--- src/rtl/sram_stream_reader.sv ---
// rtl/sram_stream_reader.sv - streams a contiguous run of SRAM words onto a valid/ready output
// A 2-entry buffer absorbs the SRAM's one-cycle read latency and sink backpressure.
module sram_stream_reader #(
    parameter int DATA_WIDTH    = 16,
    parameter int ADDRESS_WIDTH = 3,
    parameter int LEN_WIDTH     = ADDRESS_WIDTH + 1
) (
    input  logic                     clk,
    input  logic                     rst_n,
    input  logic                     start,
    input  logic [ADDRESS_WIDTH-1:0] base_addr,
    input  logic [LEN_WIDTH-1:0]     length,
    output logic                     busy,
    output logic                     done,
    output logic [ADDRESS_WIDTH-1:0] sram_address,
    output logic                     sram_chip_sel,
    output logic                     sram_write_en,
    output logic                     sram_out_en,
    input  logic [DATA_WIDTH-1:0]    sram_data_out,
    output logic                     m_valid,
    input  logic                     m_ready,
    output logic [DATA_WIDTH-1:0]    m_data,
    output logic                     m_last
);

    typedef enum logic [1:0] {IDLE, READ, DRAIN, DONE} state_t;

    state_t                         state_q, state_d;
    logic [ADDRESS_WIDTH-1:0]       rd_addr_q, rd_addr_d;
    logic [LEN_WIDTH-1:0]           issue_cnt_q, issue_cnt_d;
    logic [LEN_WIDTH-1:0]           beat_cnt_q, beat_cnt_d;
    logic                           inflight_q;
    logic [1:0][DATA_WIDTH-1:0]     buf_data_q;
    logic [1:0]                     buf_last_q;
    logic                           wr_ptr_q, rd_ptr_q;
    logic [1:0]                     occ_q;

    logic issue, pop, push;

    assign m_valid = (occ_q != 2'd0);
    assign pop     = m_valid && m_ready;
    assign push    = inflight_q;

    // Words already committed (buffered or in flight) minus this cycle's pop must leave room.
    assign issue = (state_q == READ) &&
                   (({1'b0, occ_q} + {2'b00, inflight_q}) < (3'd2 + {2'b00, pop}));

    assign sram_chip_sel = issue;
    assign sram_out_en   = issue;
    assign sram_write_en = 1'b0;
    assign sram_address  = rd_addr_q;

    assign m_data = buf_data_q[rd_ptr_q];
    assign m_last = m_valid && buf_last_q[rd_ptr_q];
    assign busy   = (state_q == READ) || (state_q == DRAIN);
    assign done   = (state_q == DONE);

    always_comb begin
        state_d     = state_q;
        rd_addr_d   = rd_addr_q;
        issue_cnt_d = issue_cnt_q;
        beat_cnt_d  = beat_cnt_q;
        case (state_q)
            IDLE: begin
                if (start) begin
                    rd_addr_d   = base_addr;
                    issue_cnt_d = length;
                    beat_cnt_d  = length;
                    state_d     = (length == '0) ? DONE : READ;
                end
            end
            READ: begin
                if (issue) begin
                    rd_addr_d   = rd_addr_q + ADDRESS_WIDTH'(1);
                    issue_cnt_d = issue_cnt_q - LEN_WIDTH'(1);
                    if (issue_cnt_q == LEN_WIDTH'(1)) begin
                        state_d = DRAIN;
                    end
                end
            end
            DRAIN: begin
                if (pop && m_last) begin
                    state_d = DONE;
                end
            end
            DONE: state_d = IDLE;
            default: state_d = IDLE;
        endcase
        // Beats only land outside IDLE, so this never collides with the load above.
        if (push) begin
            beat_cnt_d = beat_cnt_q - LEN_WIDTH'(1);
        end
    end

    always_ff @(posedge clk or negedge rst_n) begin
        if (!rst_n) begin
            state_q     <= IDLE;
            rd_addr_q   <= '0;
            issue_cnt_q <= '0;
            beat_cnt_q  <= '0;
            inflight_q  <= 1'b0;
        end else begin
            state_q     <= state_d;
            rd_addr_q   <= rd_addr_d;
            issue_cnt_q <= issue_cnt_d;
            beat_cnt_q  <= beat_cnt_d;
            inflight_q  <= issue;
        end
    end

    always_ff @(posedge clk or negedge rst_n) begin
        if (!rst_n) begin
            buf_data_q <= '0;
            buf_last_q <= '0;
            wr_ptr_q   <= 1'b0;
            rd_ptr_q   <= 1'b0;
            occ_q      <= 2'd0;
        end else begin
            if (push) begin
                buf_data_q[wr_ptr_q] <= sram_data_out;
                buf_last_q[wr_ptr_q] <= (beat_cnt_q == LEN_WIDTH'(1));
                wr_ptr_q             <= ~wr_ptr_q;
            end
            if (pop) begin
                rd_ptr_q <= ~rd_ptr_q;
            end
            case ({push, pop})
                2'b10:   occ_q <= occ_q + 2'd1;
                2'b01:   occ_q <= occ_q - 2'd1;
                default: occ_q <= occ_q;
            endcase
        end
    end

endmodule

--- config.mk ---
export PLATFORM = sky130hd
export DESIGN_NAME = sram_stream_reader
export DESIGN_NICKNAME = d
export VERILOG_FILES = /design/src/rtl/sram_stream_reader.sv
export SDC_FILE = /design/constraint.sdc
export NUM_CORES = 1
export LEC_CHECK = 0
export CORE_ASPECT_RATIO = 0.5
export CORE_MARGIN = 3
export CORE_UTILIZATION = 55
export DETAILED_ROUTE_END_ITERATION = 16
export MAX_ROUTING_LAYER = met4
export PLACE_DENSITY = 0.84
export RECOVER_POWER = 50
export SETUP_SLACK_MARGIN = 0.15
export SYNTH_ARGS = -nofsm -noshare
export SYNTH_HDL_FRONTEND = slang
export SYNTH_SLANG_ARGS = --single-unit
--- constraint.sdc ---
create_clock -name clk -period 5.3 [get_ports clk]
set_input_delay 1.06 -clock clk [delete_from_list [all_inputs] [get_ports clk]]
set_output_delay 1.06 -clock clk [all_outputs]
set_load 0.01 [all_outputs]
# [Yosys cells after proc, flatten, opt, wreduce, memory -nomap -nowiden]
# Cells that the tools add are included.
[totals] latchBits=0 out_inout_bits=26 inputBits=27 mem_count=0 rom_bits=0 elab_cells=76 reg_bits=52 ram_bits=0
[op_classes] bitwise=2 eq_ne=11 magnitude_cmp=4 n_reduce_logical=16 multipliers=0 mux=25 shift=0 div=0 addsub=7
[ops] cell="16-bit two-way mux" n=3
[ops] cell="32-bit bitwise mux" n=1
[ops] cell="16-bit demux with 1-bit select" n=1
[ops] cell="4-bit two-way mux" n=4
[ops] cell="2-bit two-way mux" n=5
[ops] cell="2-bit nonzero test" n=5
[ops] cell="4-bit by 1-bit == test with 1-bit output, second input constant" n=2
[ops] cell="2-bit one-hot mux with 4 select lines" n=1
[ops] cell="4-bit one-hot mux with 2 select lines" n=1
[ops] cell="4-bit by 1-bit subtractor with 4-bit output, second input constant" n=2
[ops] cell="2-bit == test, second input constant" n=3
[ops] cell="3-bit two-way mux" n=2
[ops] cell="3-bit one-hot mux with 2 select lines" n=1
[ops] cell="1-bit logical AND" n=5
[ops] cell="2-bit by 1-bit == test with 1-bit output, second input constant" n=2
[ops] cell="4-bit zero test" n=1
[ops] cell="1-bit by 2-bit < comparator with 1-bit output, second input constant" n=2
[ops] cell="2-bit by 1-bit inequality test with 1-bit output, second input constant" n=2
[ops] cell="2-bit inequality test, second input constant" n=2
[ops] cell="2-bit one-hot mux with 2 select lines" n=1
[ops] cell="4-bit AND reduction" n=1
[ops] cell="2-bit by 1-bit adder with 3-bit output" n=1
[ops] cell="2-bit by 1-bit adder with 3-bit output, first input constant" n=1
[ops] cell="3-bit by 1-bit adder with 3-bit output, second input constant" n=1
[ops] cell="other kinds (12)" n=15

# [Longest topological paths before layout]
# Gate-level depths: netlist of the first run.
[logic_depth] depth_word=7 mapped_depth=8 mapped_depth_nobuf=7

# [Worst setup path before layout of the first run]
# No wires, ideal clock.
[synth_timing] path_type="input to output" from="input port m_ready" to="output port sram_out_en" slack_ns=2.574 t_required_ns=4.240 cell_stages=4 arrival_time_ns=1.666 n_path_buf=1 cell_sequence="o21ai_2 -> o21ai_2 -> and3b_1 -> buf_4"
[synth_via] elab_chain_len=4
[synth_lines] item="start: declaration" line_no="21" rtl="input logic m_ready,"
[synth_lines] item="1-bit logical AND" line_no="41" rtl="assign pop = m_valid && m_ready;"
[synth_lines] item="2-bit by 1-bit adder with 3-bit output" line_no="46" rtl="(({1'b0, occ_q} + {2'b00, inflight_q}) < (3'd2 + {2'b00, pop}));"
[synth_lines] item="3-bit < comparator" line_no="46"
[synth_lines] item="1-bit logical AND" line_no="45" rtl="assign issue = (state_q == READ) &&"
[synth_lines] item="end: declaration" line_no="18" rtl="output logic sram_out_en,"
# Every way passes these cells.

# [Final worst setup path of the first run]
# Ends and elaborated chain as after synthesis.

==> results of run 1 <==
-- synth_stat cells, types with 2 or more instances --
library cell,n
nand3_1,2
buf_2,4
inv_1,13
mux2i_1,8
nor4_1,2
a21oi_1,4
o211ai_2,2
xnor2_1,3
dfrtp_1,52
xor2_1,4
ha_1,13
mux2_2,48
o21ai_2,2
and3_1,2
nor2_1,10
nor3_1,2
o21ai_0,9
nand2_1,15
buf_4,4
a211oi_1,2
-- critical path: cells and delay by family --
kind,cells,cell delay [ps]
compound gates,2,610
buf+inv,2,1000
simple gates,1,260
-- layout make-up --
type | count | area (sq um)
Sequential cell | 52 | 1300
Fill cell | 330 | 1260
Multi-Input combinational cell | 145 | 1220
Timing Repair Buffer | 51 | 504
Tap cell | 66 | 82.6
Clock buffer | 6 | 72.6
Inverter | 13 | 48.8
Clock inverter | 2 | 38.8
-- final timing paths --
path / startpoint / end / slack, ps
max in group asynchronous: rst_n / buf_data_q[31] / 2200
min in group asynchronous: rst_n / buf_data_q[30] / 1590
max: m_ready / sram_out_en / 1320
min: buf_last_q[1] / buf_last_q[1] / 500
min reg2reg: buf_last_q[1] / buf_last_q[1] / 500
max reg2reg: inflight_q / buf_data_q[5] / 2910
-- stage by stage --
stage	instances	setup slack [ps]	power, uW	cell area (sq um)
floorplan	220	2570	1470	2650
global placement	327	1700	1800	3180
detailed placement	327	1660	1860	3180
CTS	335	1660	2140	3290
global route	335	1210	2260	3270
finish	335	1320	2100	3270
-- per-layer routing --
metal  wire length (um)  vias to the layer above
met1               2170                      865
met2               2440                       35
met4                 56                        0
met3                174                        7
li1                   -                      865
met5                  0                        -
-- flip-flops by register name, indices dropped and copies added (netlist names) --
| name | cells |
|---|---|
| beat_cnt_q | 4 |
| buf_data_q | 32 |
| buf_last_q | 2 |
| inflight_q | 1 |
| issue_cnt_q | 4 |
| occ_q | 2 |
| rd_ptr_q | 1 |
| sram_address | 3 |
| state_q | 2 |
| wr_ptr_q | 1 |
-- power groups by stage --
stage	Combinational, uW	Sequential, uW	Clock [uW]
4_1_cts	1090	771	278
6_report	1070	766	270
3_3_place_gp	1050	758	0
5_1_grt	1170	794	296
3_5_place_dp	1090	778	0
2_1_floorplan	756	711	0
-- cells by family after synthesis --
group / Yosys count / share of synthesized area, %
AO/OA/AOI/OAI: 28 / 7.45
XOR/XNOR: 7 / 2.31
adder cells (fa/ha/maj): 13 / 6.13
buffers and inverters: 23 / 4.29
flip-flops: 52 / 49.0
multiplexers: 56 / 23.4
other: 1 / 0.141
AND/OR/NAND/NOR: 40 / 7.26
==> reports/qor.csv, run 1 <==
stage;metric;value;unit
hold_path;holdPathStages;2;
drt;drt_first_pass_iters;4;
critical_path;critPathRequiredTime;4240;ps
clock_network;insertion_delay;300;ps
logic_synthesis;yosysTopAreaCell;dfrtp_1;
logic_synthesis;ys_types;39;
critical_path;critPathKind;in -> out;
finish;n_antenna_cell;0;
placed_design;dp_hpwl;3520;um
logic_synthesis;synth.area.top_cells;dfrtp_1, mux2_2, ha_1, mux2i_1, nand2_1;
die;rows;17;
logic_synthesis;syn-cell-area;2650;sq um
drt;drc;0;
critical_path;cp_cell_sequence;clkdlybuf4s50_1 > o21ai_0 > o21ai_0 > and3b_1 > clkdlybuf4s50_1;
critical_path;end_kind;output port;
clock_network;hold_buffers;0;
global_route;gr-usage-all-layers;18.5;%
power;seqPwrFrac;36.4;%
die;dieWidth;104;um
critical_path;startpoint_type;primary input;
timing;maxSlewViolCount;53;
power;switching_share;34.9;%
logic_synthesis;ys_ff_latch;52;
hold_path;hp-class;reg -> reg;
clock_network;clkTransAtPathRegs;90;ps
power;p_leak;0.00144;uW
global_route;gr-usage-met1;21.4;%
global_route;met2_usage;33.9;%
clock_network;cts_buffers;5;
timing;setup_viol;0;
die;initial_core_util;58.6;%
clock_network;cts-root-buf;clkbuf_8;
logic_synthesis;syn_nets;260;
logic_synthesis;syn_avg_cell_area;12.1;sq um
timing;setup_tns;0;ps
clock_network;clock_sinks;52;
critical_path;crit_arrival;2920;ps
drt;vias_per_cell;5.29;
power;clockPowerShare;12.9;%
finish;fin_util;72.2;%
critical_path;critical_path.max_stage_delay;550;ps
power;switching_power;734;uW
timing;skew;4.46;ps
global_route;overflow;0;
power;power_density;642;nW/um^2
clock_network;htreeDepth;2;
die;ioPinCount;53;
clock_network;cts_tree;built;
global_route;antenna_found_initial;0;
critical_path;cp_max_fo;5;
logic_synthesis;synthFlopType;dfrtp_1;
finish;drive_above_1_share;21.6;%
timing;hold_viol_final;0;
power;internal-power;1370;uW
timing;timing.slew.headroom;-78.0;%
logic_synthesis;synth_top_area_share;49.0;%
logic_synthesis;synth_edf_count;0;
finish;mostFrequentLayoutCells;dfrtp_1, clkdlybuf4s50_1, mux2_2;
timing;period_minus_slack;3980;ps
drt;drt_iter0_markers;25;
logic_synthesis;ys_async_sr_fraction;100;%
die;coreArea;4530;sq um
power;ir_drop;326;uV
timing;fin_crit_sh;75.1;%
drt;drt-wirelength-per-cell;14.4;um
die;die-height;55.1;um
flow_run;max_cap_violations;2;
run_status;violations;capacitance limit, slew limit;
clock_network;postCtsSetupRepairBufs;0;
global_route;met3_usage;4.06;%
finish;nNetsFinal;308;
placed_design;globalplace.congestion;0.764;
logic_synthesis;synth_warnings;0;
clock_network;cts_buffer_depth;2;
timing;whs;496;ps
critical_path;r2r_cells;3;
global_route;grt_max_degree;53;
placed_design;io_buffers;51;
power;power_frac_comb;50.7;%
logic_synthesis;syn_inst;220;
timing;max_freq;0.251;GHz
drt;vias;1772;
finish;final_common_cell;dfrtp_1;
global_route;grt_pass1_vias;1721;
timing;worst_pin_slew;2670;ps
clock_network;ctsResizeCount;0;
global_route;grt-busiest-layer;met2;
finish;syn_to_final_growth;23.3;%
logic_synthesis;ys_seq_area_share;49.0;%
critical_path;cpMaxStageDelayCell;clkdlybuf4s50_1;
global_route;grt_pass1_wl;8050;um
drt;postRouteAntennaNets;0;
die;die_area;5750;sq um
timing;rsz0062_at_grt;false;
drt;wl;4840;um
run_status;outcome;finished, violations left;
No activity file was read; power rests on OpenSTA's default activity.
==> run 2, diff against run 1 <==
CORE_UTILIZATION = 46   (was 55)
PLACE_DENSITY = 0.75   (was 0.84)
clock period = 3.5 ns   (was 5.3 ns; I/O delays follow)
==> run 2 against run 1 <==
  * The flow still finishes with violations (capacitance limit, slew limit)
  * Global-route usage decreased by 1.6 points
  * Final cell count increased by 1.8%
  * Wire length rose by 5.9%
  * Register-to-register slack worse by 1800 ps
  * Combinational power up 52%
  * Hold slack improved by 9.4 ps
  * Setup slack got worse by 930 ps
  * Critical endpoint is now sram_chip_sel
==> reports/qor.csv, run 2 (synthesis results as in run 1) <==
stage;metric;value;unit;change
run_status;outcome;finished, violations left;;
run_status;violations;capacitance limit, slew limit;;
finish;largest_reg_flops;32;;unchanged
die;dieWidth;113;um;+8.8%
critical_path;startpoint;m_ready;;
timing;hold_viol_final;0;;unchanged
clock_network;clkTransAtPathRegs;70;ps;-20 ps
critical_path;critPathMostFrequentCell;clkdlybuf4s50_1;;
drt;vias_per_cell;5.12;;-3.2%
clock_network;hold_buffers;0;;unchanged
critical_path;r2r_cells;3;;unchanged
placed_design;globalplace.congestion;0.796;;+4.2%
drt;drt_iter0_markers;54;;+120%
timing;period_minus_slack;3110;ps;
critical_path;startpoint_type;primary input;;
timing;maxSlewViolCount;53;;unchanged
critical_path;critPathKind;in -> out;;
placed_design;place_area;3200;sq um;+0.63%
timing;skew;6.64;ps;+2.18 ps
power;ir_drop;426;uV;+31%
critical_path;cp_cell_sequence;clkdlybuf4s50_1 > o21ai_0 > o21ai_2 > and3b_1 > clkdlybuf4s50_1;;
finish;final_common_cell;dfrtp_1;;
placed_design;dp_hpwl;3730;um;+6.1%
critical_path;critical_path.max_stage_delay;540;ps;about the same
global_route;gr-usage-all-layers;16.9;%;-1.6 points
global_route;grt_pass1_wl;8710;um;+8.1%
placed_design;io_buffers;51;;unchanged
timing;worst_pin_slew;1760;ps;-913 ps
die;coreArea;5250;sq um;+16%
clock_network;clock_sinks;52;;unchanged
finish;mostFrequentLayoutCells;dfrtp_1, clkdlybuf4s50_1, mux2_2;;
drt;postRouteAntennaNets;0;;unchanged
critical_path;r2r_end;buf_data_q[7];;
die;die-height;59.7;um;+8.3%
timing;fin_crit_sh;88.9;%;
die;ioPinCount;53;;unchanged
critical_path;cp_max_fo;5;;unchanged
drt;drt_first_pass_iters;4;;unchanged
finish;syn_to_final_growth;25.4;%;
power;p_leak;0.00146;uW;+1.8%
critical_path;crit_arrival;2410;ps;-510 ps
critical_path;critical-path-top-delay-family;buffers and inverters;;
critical_path;crit_buf_inv;2;;unchanged
clock_network;insertion_delay;290;ps;about the same
critical_path;r2r_slack;1090;ps;-1820 ps
timing;max_freq;0.321;GHz;
clock_network;cts-root-buf;clkbuf_16;;
clock_network;cts_buffer_depth;2;;unchanged
clock_network;cts_tree;built;;
drt;wl;5120;um;+5.9%
finish;top_register;buf_data_q;;
critical_path;r2r_start;inflight_q;;
finish;fillers;429;;+30%
critical_path;cp.depth;5;;unchanged
drt;vias;1746;;-1.5%
finish;top_regs;buf_data_q x32, beat_cnt_q x4, issue_cnt_q x4;;
hold_path;holdPathStages;1;;-1
timing;rsz0062_at_grt;false;;
clock_network;postCtsSetupRepairBufs;0;;unchanged
timing;setup_viol;0;;unchanged
critical_path;critPathRequiredTime;2800;ps;-1440 ps
global_route;grt_pass1_vias;1822;;+5.9%
clock_network;htreeDepth;2;;unchanged
timing;setup_tns;0;ps;unchanged
clock_network;ctsResizeCount;0;;unchanged
finish;fin_util;63.4;%;-8.8 points
timing;timing.slew.headroom;-17.2;%;+61 points
global_route;overflow;0;;unchanged
die;rows;18;;+1
global_route;antenna_found_initial;0;;unchanged
die;initial_core_util;50.6;%;-8.0 points
die;die_area;6770;sq um;+18%
power;power_density;987;nW/um^2;+54%
drt;drc;0;;unchanged
clock_network;cts_buffers;5;;unchanged
critical_path;end_kind;output port;;
finish;n_antenna_cell;0;;unchanged
critical_path;crit_end;sram_chip_sel;;
drt;drt-wirelength-per-cell;15.0;um;+4.0%
flow_run;max_cap_violations;2;;unchanged
finish;drive_above_1_share;22.5;%;+0.95 points
finish;final_cell_area;3330;sq um;+1.7%
hold_path;hp-class;reg -> reg;;
critical_path;cpMaxStageDelayCell;clkdlybuf4s50_1;;
global_route;grt_max_degree;34;;-36%
finish;nNetsFinal;310;;+0.65%
==> run 2: power breakdown <==
group	total (uW)	internal (uW)	switching (uW)
combinational	1630	952	682
clock	492	268	224
sequential	1160	911	247
total	3280	2130	1150
==> run 2: worst min-delay path by stage <==
| stage | slack, ps | start | endpoint |
|---|---|---|---|
| finish | 510 | wr_ptr_q | wr_ptr_q |
| global route | 520 | buf_data_q[19] | buf_data_q[19] |
| CTS | 490 | rst_n | occ_q[1] |
| detailed placement | 490 | buf_data_q[9] | buf_data_q[9] |
| global placement | 470 | buf_last_q[1] | buf_last_q[1] |
| floorplan | 400 | rst_n | beat_cnt_q[0] |
==> run 2: per-layer routing <==
layer / up-vias / part of all wire [%] / global-route usage (%)
li1: 868 / - / -
met1: 843 / 47 / 20.3
met2: 30 / 49 / 30.1
met3: 5 / 3.4 / 3.54
met4: 0 / 0.76 / 3.77
met5: - / 0 / -
==> run 2: cell type report <==
type / instances / area (sq um) / share of cell area (%)
Sequential cell: 52 / 1300 / 39.1
Multi-Input combinational cell: 145 / 1230 / 36.9
Timing Repair Buffer: 53 / 515 / 15.5
Clock buffer: 5 / 125 / 3.76
Tap cell: 70 / 87.6 / 2.63
Inverter: 13 / 48.8 / 1.47
Clock inverter: 3 / 22.5 / 0.677
==> run 2: stage by stage <==
step / cells / power (uW) / hold slack, ps / setup WS, ps
4_1_cts: 341 / 3340 / 492 / 586
6_report: 341 / 3280 / 505 / 388
5_1_grt: 341 / 3550 / 520 / 256
3_3_place_gp: 333 / 2750 / 467 / 613
2_1_floorplan: 220 / 2220 / 404 / 1280
3_5_place_dp: 333 / 2840 / 493 / 588
==> run 2: worst reg2reg max path, stage by stage (launching register included) <==
cell	delay [ps]
dfrtp_1	510
inv_1	150
nor2_1	1190
mux2_2	450
==> variant 1, RTL diff (config.mk and constraints of run 2) <==
Set the parameter `DATA_WIDTH` to 14 (it was 16).
--- a/src/rtl/sram_stream_reader.sv
+++ b/src/rtl/sram_stream_reader.sv
@@ -3,3 +3,3 @@
 module sram_stream_reader #(
-    parameter int DATA_WIDTH    = 16,
+    parameter int DATA_WIDTH    = 14,
     parameter int ADDRESS_WIDTH = 3,
Ports: changed (resized m_data and sram_data_out); port bits go from 53 to 49. The function was not compared with the original's and may differ.
==> variant 1 against run 2 <==
  * The run still ends with capacitance limit, slew limit left
  * Power shrank 11%
  * Wire length shrank 7.6%
  * Register-to-register slack gained 0.16 ns
  * Sequential cell count shrank 4
  * Final area shrank 8.5%
  * Setup slack lost 0.064 ns
  * Area after synthesis shrank 6.7%
  * Synthesized cell count shrank 4.5%
  * Critical path type unchanged
  * Critical endpoint is now sram_out_en
  * Largest cell class unchanged
==> variant 1: results (changes against run 2) <==
[placed_design]
gp_congestion = 0.820  ; +3.0%
port_buffers = 47  ; -7.8%
hpwl_mm = 3.49  ; -6.6%

[setup_path]
critical_path_arrival_ns = 2.48  ; +0.07 ns
critical_path.max_stage_delay_ns = 0.56  ; +0.02 ns

[detailed_routing]
drt_iter0_markers = 72  ; +33%
via_count = 1695  ; -2.9%
wl_met1_mm = 2.14  ; -10%
dr_wl_met2_mm = 2.36  ; -6.7%

[layout]
drive_gt1_share_pct = 21.3  ; -1.2 points
layout.nets = 292  ; -5.8%
nFillCells = 439  ; +2.3%
largest_register_ffs = 28  ; -13%
largestRegisters = buf_data_q (28), beat_cnt_q (4), issue_cnt_q (4)

[timing]
slew_headroom_pct = -68.5  ; -51 points
maxSlewViolCount = 49  ; -7.5%

[flow_run]
drv_cap = 1  ; -1

[global_route]
gr-usage-met2_pct = 28.5  ; -1.5 points
grt_start_max_net_pins = 49  ; +44%
met3_usage_pct = 3.89  ; +0.35 points
grtUsageTotal_pct = 17.2  ; +0.31 points
grt_pass1_wl_mm = 8.28  ; -4.9%
met1_usage_pct = 21.7  ; +1.5 points

[power_and_ir_drop]
leakagePower_nw = 1.33  ; -8.9%
switchingPower_mw = 1.06  ; -8.1%
ir_drop_mv = 0.581  ; +36%

[clocking]
clk_pin_slew_worst_paths_ns = 0.09  ; +0.02 ns
root_buffer = clkbuf_8

[synth]
synth_nets = 248  ; -4.6%
ys_seq_area_share_pct = 48.5  ; -0.52 points
synth.distinct_cells = 41  ; +5.1%

[outcome]
status = finished with violations
violations = capacitance limit, slew limit

[variant 1: kinds of logic after synthesis]
family                     synth area share, %
AOI/OAI and AO/OA                         7.78
adders and majority gates                 6.57
muxes                                     22.3
and+or+nand+nor                           7.58
buffers and inverters                     4.60
other                                    0.151
DFF                                       48.5
xor gates and xnor gates                  2.48
[variant 1: power by group through the flow]
stage	logic, mW	clock network (mW)	registers, mW
floorplan	1.07	0	0.996
global placement	1.48	0	1.06
detailed placement	1.53	0	1.09
CTS	1.54	0.329	1.08
global route	1.69	0.351	1.12
finish	1.52	0.315	1.08
[variant 1: through the flow]
stage	total power [mW]	utilization, %
final	2.91	60.1
after global routing	3.16	60.1
after CTS	2.95	60.1
after detailed placement	2.62	58.5
after global placement	2.54	58.5
after floorplan	2.07	-
[variant 1: area by class of cell]
cell class	count	area share, %
clock buffers	5	2.26
clock inverters	2	0.411
inverters	13	1.60
multi-input cells	139	38.1
flip-flops and latches	48	39.5
well taps	70	2.88
repair buffers	47	15.2
[variant 1: worst register-to-register path, delay by kind of cell, from the launching register on]
family | cells | cell delay [ns]
AO/OA/AOI/OAI | 3 | 0.87
AND/OR/NAND/NOR | 1 | 0.13
flip-flops | 1 | 0.41
buffers and inverters | 1 | 0.13
adder cells (fa/ha/maj) | 1 | 0.61
[variant 1: path summary, 6_finish.rpt]
path	startpoint	slack, ns	to	cells past startpoint
worst max-delay path	m_ready	0.32	sram_out_en	5
worst min-delay path	buf_data_q[27]	0.51	buf_data_q[27]	1
worst max register to register	state_q[1]	1.25	issue_cnt_q[2]	6
worst min register to register	buf_data_q[27]	0.51	buf_data_q[27]	1
max in group asynchronous	rst_n	0.89	buf_data_q[13]	1
min in group asynchronous	rst_n	1.18	buf_data_q[25]	1
==> variant 2, RTL diff (flow settings as in run 2) <==
Without the edit above. Re-encode `state_t` (4 states) as one-hot, 4 bits wide.
--- a/src/rtl/sram_stream_reader.sv
+++ b/src/rtl/sram_stream_reader.sv
@@ -25,3 +25,3 @@
 
-    typedef enum logic [1:0] {IDLE, READ, DRAIN, DONE} state_t;
+    typedef enum logic [3:0] {IDLE = 4'b0001, READ = 4'b0010, DRAIN = 4'b0100, DONE = 4'b1000} state_t;
 
Behaviour: no difference found for any inputs over 10 cycles, from zero or initial values and one cycle with rst_n low; not proved beyond that.
==> variant 2 against run 2 <==
  * The run still ends with capacitance limit, slew limit left
  * First-iteration DRC count grew 9.3%
  * Fmax shrank 4.8%
  * Non-clock buffer count grew 1
  * Wire length grew 13%
  * Setup slack lost 0.16 ns
  * Sequential cell count grew 2
  * Area after synthesis grew 3.8%
  * Register-to-register slack gained 0.36 ns
  * Sequential share of layout area grew 0.30 points
  * Via count grew 13%
  * Final area grew 3.2%
  * Critical path type unchanged
Power is not compared: it rests on default switching activity, and its combinational part moved more than twofold at a synthesized area within 25%.
==> variant 2: results (changes against run 2) <==
[outcome]
status = finished with violations
violations = capacitance limit, slew limit

[worst_hold_path]
min_from = buf_data_q[8]

[layout]
multi_input_comb_area_sq_um = 1280  ; +4.5%
buf_share_pct = 15.2  ; -0.26 points
drive_gt1_share_pct = 21.2  ; -1.3 points
final-clk-cell-share_pct = 4.05  ; -0.39 points
n_all_buffers = 54  ; +1.9%
layout.nets = 318  ; +2.6%
nonClockInverterCount = 12  ; -1
nFillCells = 460  ; +7.2%
seq_share_pct = 39.4  ; +0.30 points
comb.multi_input.count = 156  ; +7.6%

[placed_design]
gp_congestion = 0.918  ; +15%
dp_slack_ns = 0.296  ; -0.293 ns

[setup_path]
worstReg2RegEnd = sram_address[0]
critical_path_arrival_ns = 2.57  ; +0.16 ns
reg2reg_slack_ns = 1.45  ; +0.36 ns
critPathMaxFanout = 6  ; +1
critical_path.max_stage_delay_ns = 0.56  ; +0.02 ns
rr_worst_depth = 5  ; +2

[global_route]
met1_usage_pct = 22.8  ; +2.5 points
grtUsageTotal_pct = 19.0  ; +2.1 points
gr-usage-met2_pct = 32.2  ; +2.2 points
met3_usage_pct = 4.48  ; +0.94 points
grt_pass1_wl_mm = 9.97  ; +15%
grt_pass1_vias = 2155  ; +18%
grt_start_max_net_pins = 37  ; +8.8%

[synth]
synth_commonest_cells = dfrtp_1, mux2_2, nand2_1
synth.distinct_cells = 51  ; +31%
ys.flop_type = dfrtp_1
ys_seq_area_share_pct = 49.1  ; +0.058 points
synthTopCellsByArea = dfrtp_1, mux2_2, ha_1, mux2_1, nand2_1
synth_nets = 269  ; +3.5%
synth_seq_cells = 54  ; +3.8%

[detailed_routing]
dr_wl_met2_mm = 2.92  ; +16%
vias_per_cell = 5.56  ; +8.7%
wl_met3_microns = 236  ; +35%
wl_met1_mm = 2.56  ; +7.6%
drt_iter0_markers = 59  ; +9.3%
routedWlPerCell_microns = 16.3  ; +8.5%

[timing]
slew_headroom_pct = -28.2  ; -11 points
fin_skew_ns = 0.00542  ; -0.00122 ns
maxSlewViolCount = 37  ; -30%

[power_and_ir_drop]
leakagePower_nw = 1.39

[flow_run]
drv_cap = 1  ; -1

-- variant 2: changes by cell type in the layout (fill, tap and decap cells not counted), sizes merged, moves of 4 or more --
cell | run 2 | this run
mux2i | 8 | 2
or4 | 0 | 4
o22ai | 1 | 5
a31oi | 0 | 4
o21ai | 11 | 6
ha | 13 | 8
-- variant 2: cell families (layout without fill, tap and decap cells) --
logic type | count (synthesis) | count (layout) | synth area share [%]
buffers and inverters | 24 | 73 | 4.36
DFF | 54 | 54 | 49.1
and+or+nand+nor | 54 | 54 | 11.1
adders and majority gates | 8 | 8 | 3.63
muxes | 50 | 50 | 20.3
AOI/OAI and AO/OA | 36 | 36 | 9.08
other | 1 | 1 | 0.136
xor gates and xnor gates | 7 | 7 | 2.23
-- variant 2: stage by stage --
stage	hold WS, ns	cells	util (%)	power (mW)	area, sq um
final	0.488	356	60.9	1.64	3430
after floorplan	0.404	234	-	0.959	2760
after global placement	0.463	349	58.6	1.16	3300
after detailed placement	0.475	349	58.6	1.17	3300
after global routing	0.511	356	60.9	1.73	3430
after CTS	0.492	356	61.0	1.66	3440
-- variant 2: power breakdown --
part / internal (mW) / switching [mW]
logic: 0.267 / 0.168
clock network: 0.263 / 0.223
registers: 0.661 / 0.0553
-- variant 2: worst max path at each step --
stage	endpoint	slack, ns	from	cells past startpoint
5_1_grt	sram_chip_sel	0.16	m_ready	6
6_report	sram_chip_sel	0.23	m_ready	6
3_3_place_gp	sram_chip_sel	0.32	m_ready	6
4_1_cts	sram_chip_sel	0.28	m_ready	6
2_1_floorplan	sram_out_en	1.18	inflight_q	6
3_5_place_dp	sram_chip_sel	0.30	m_ready	6
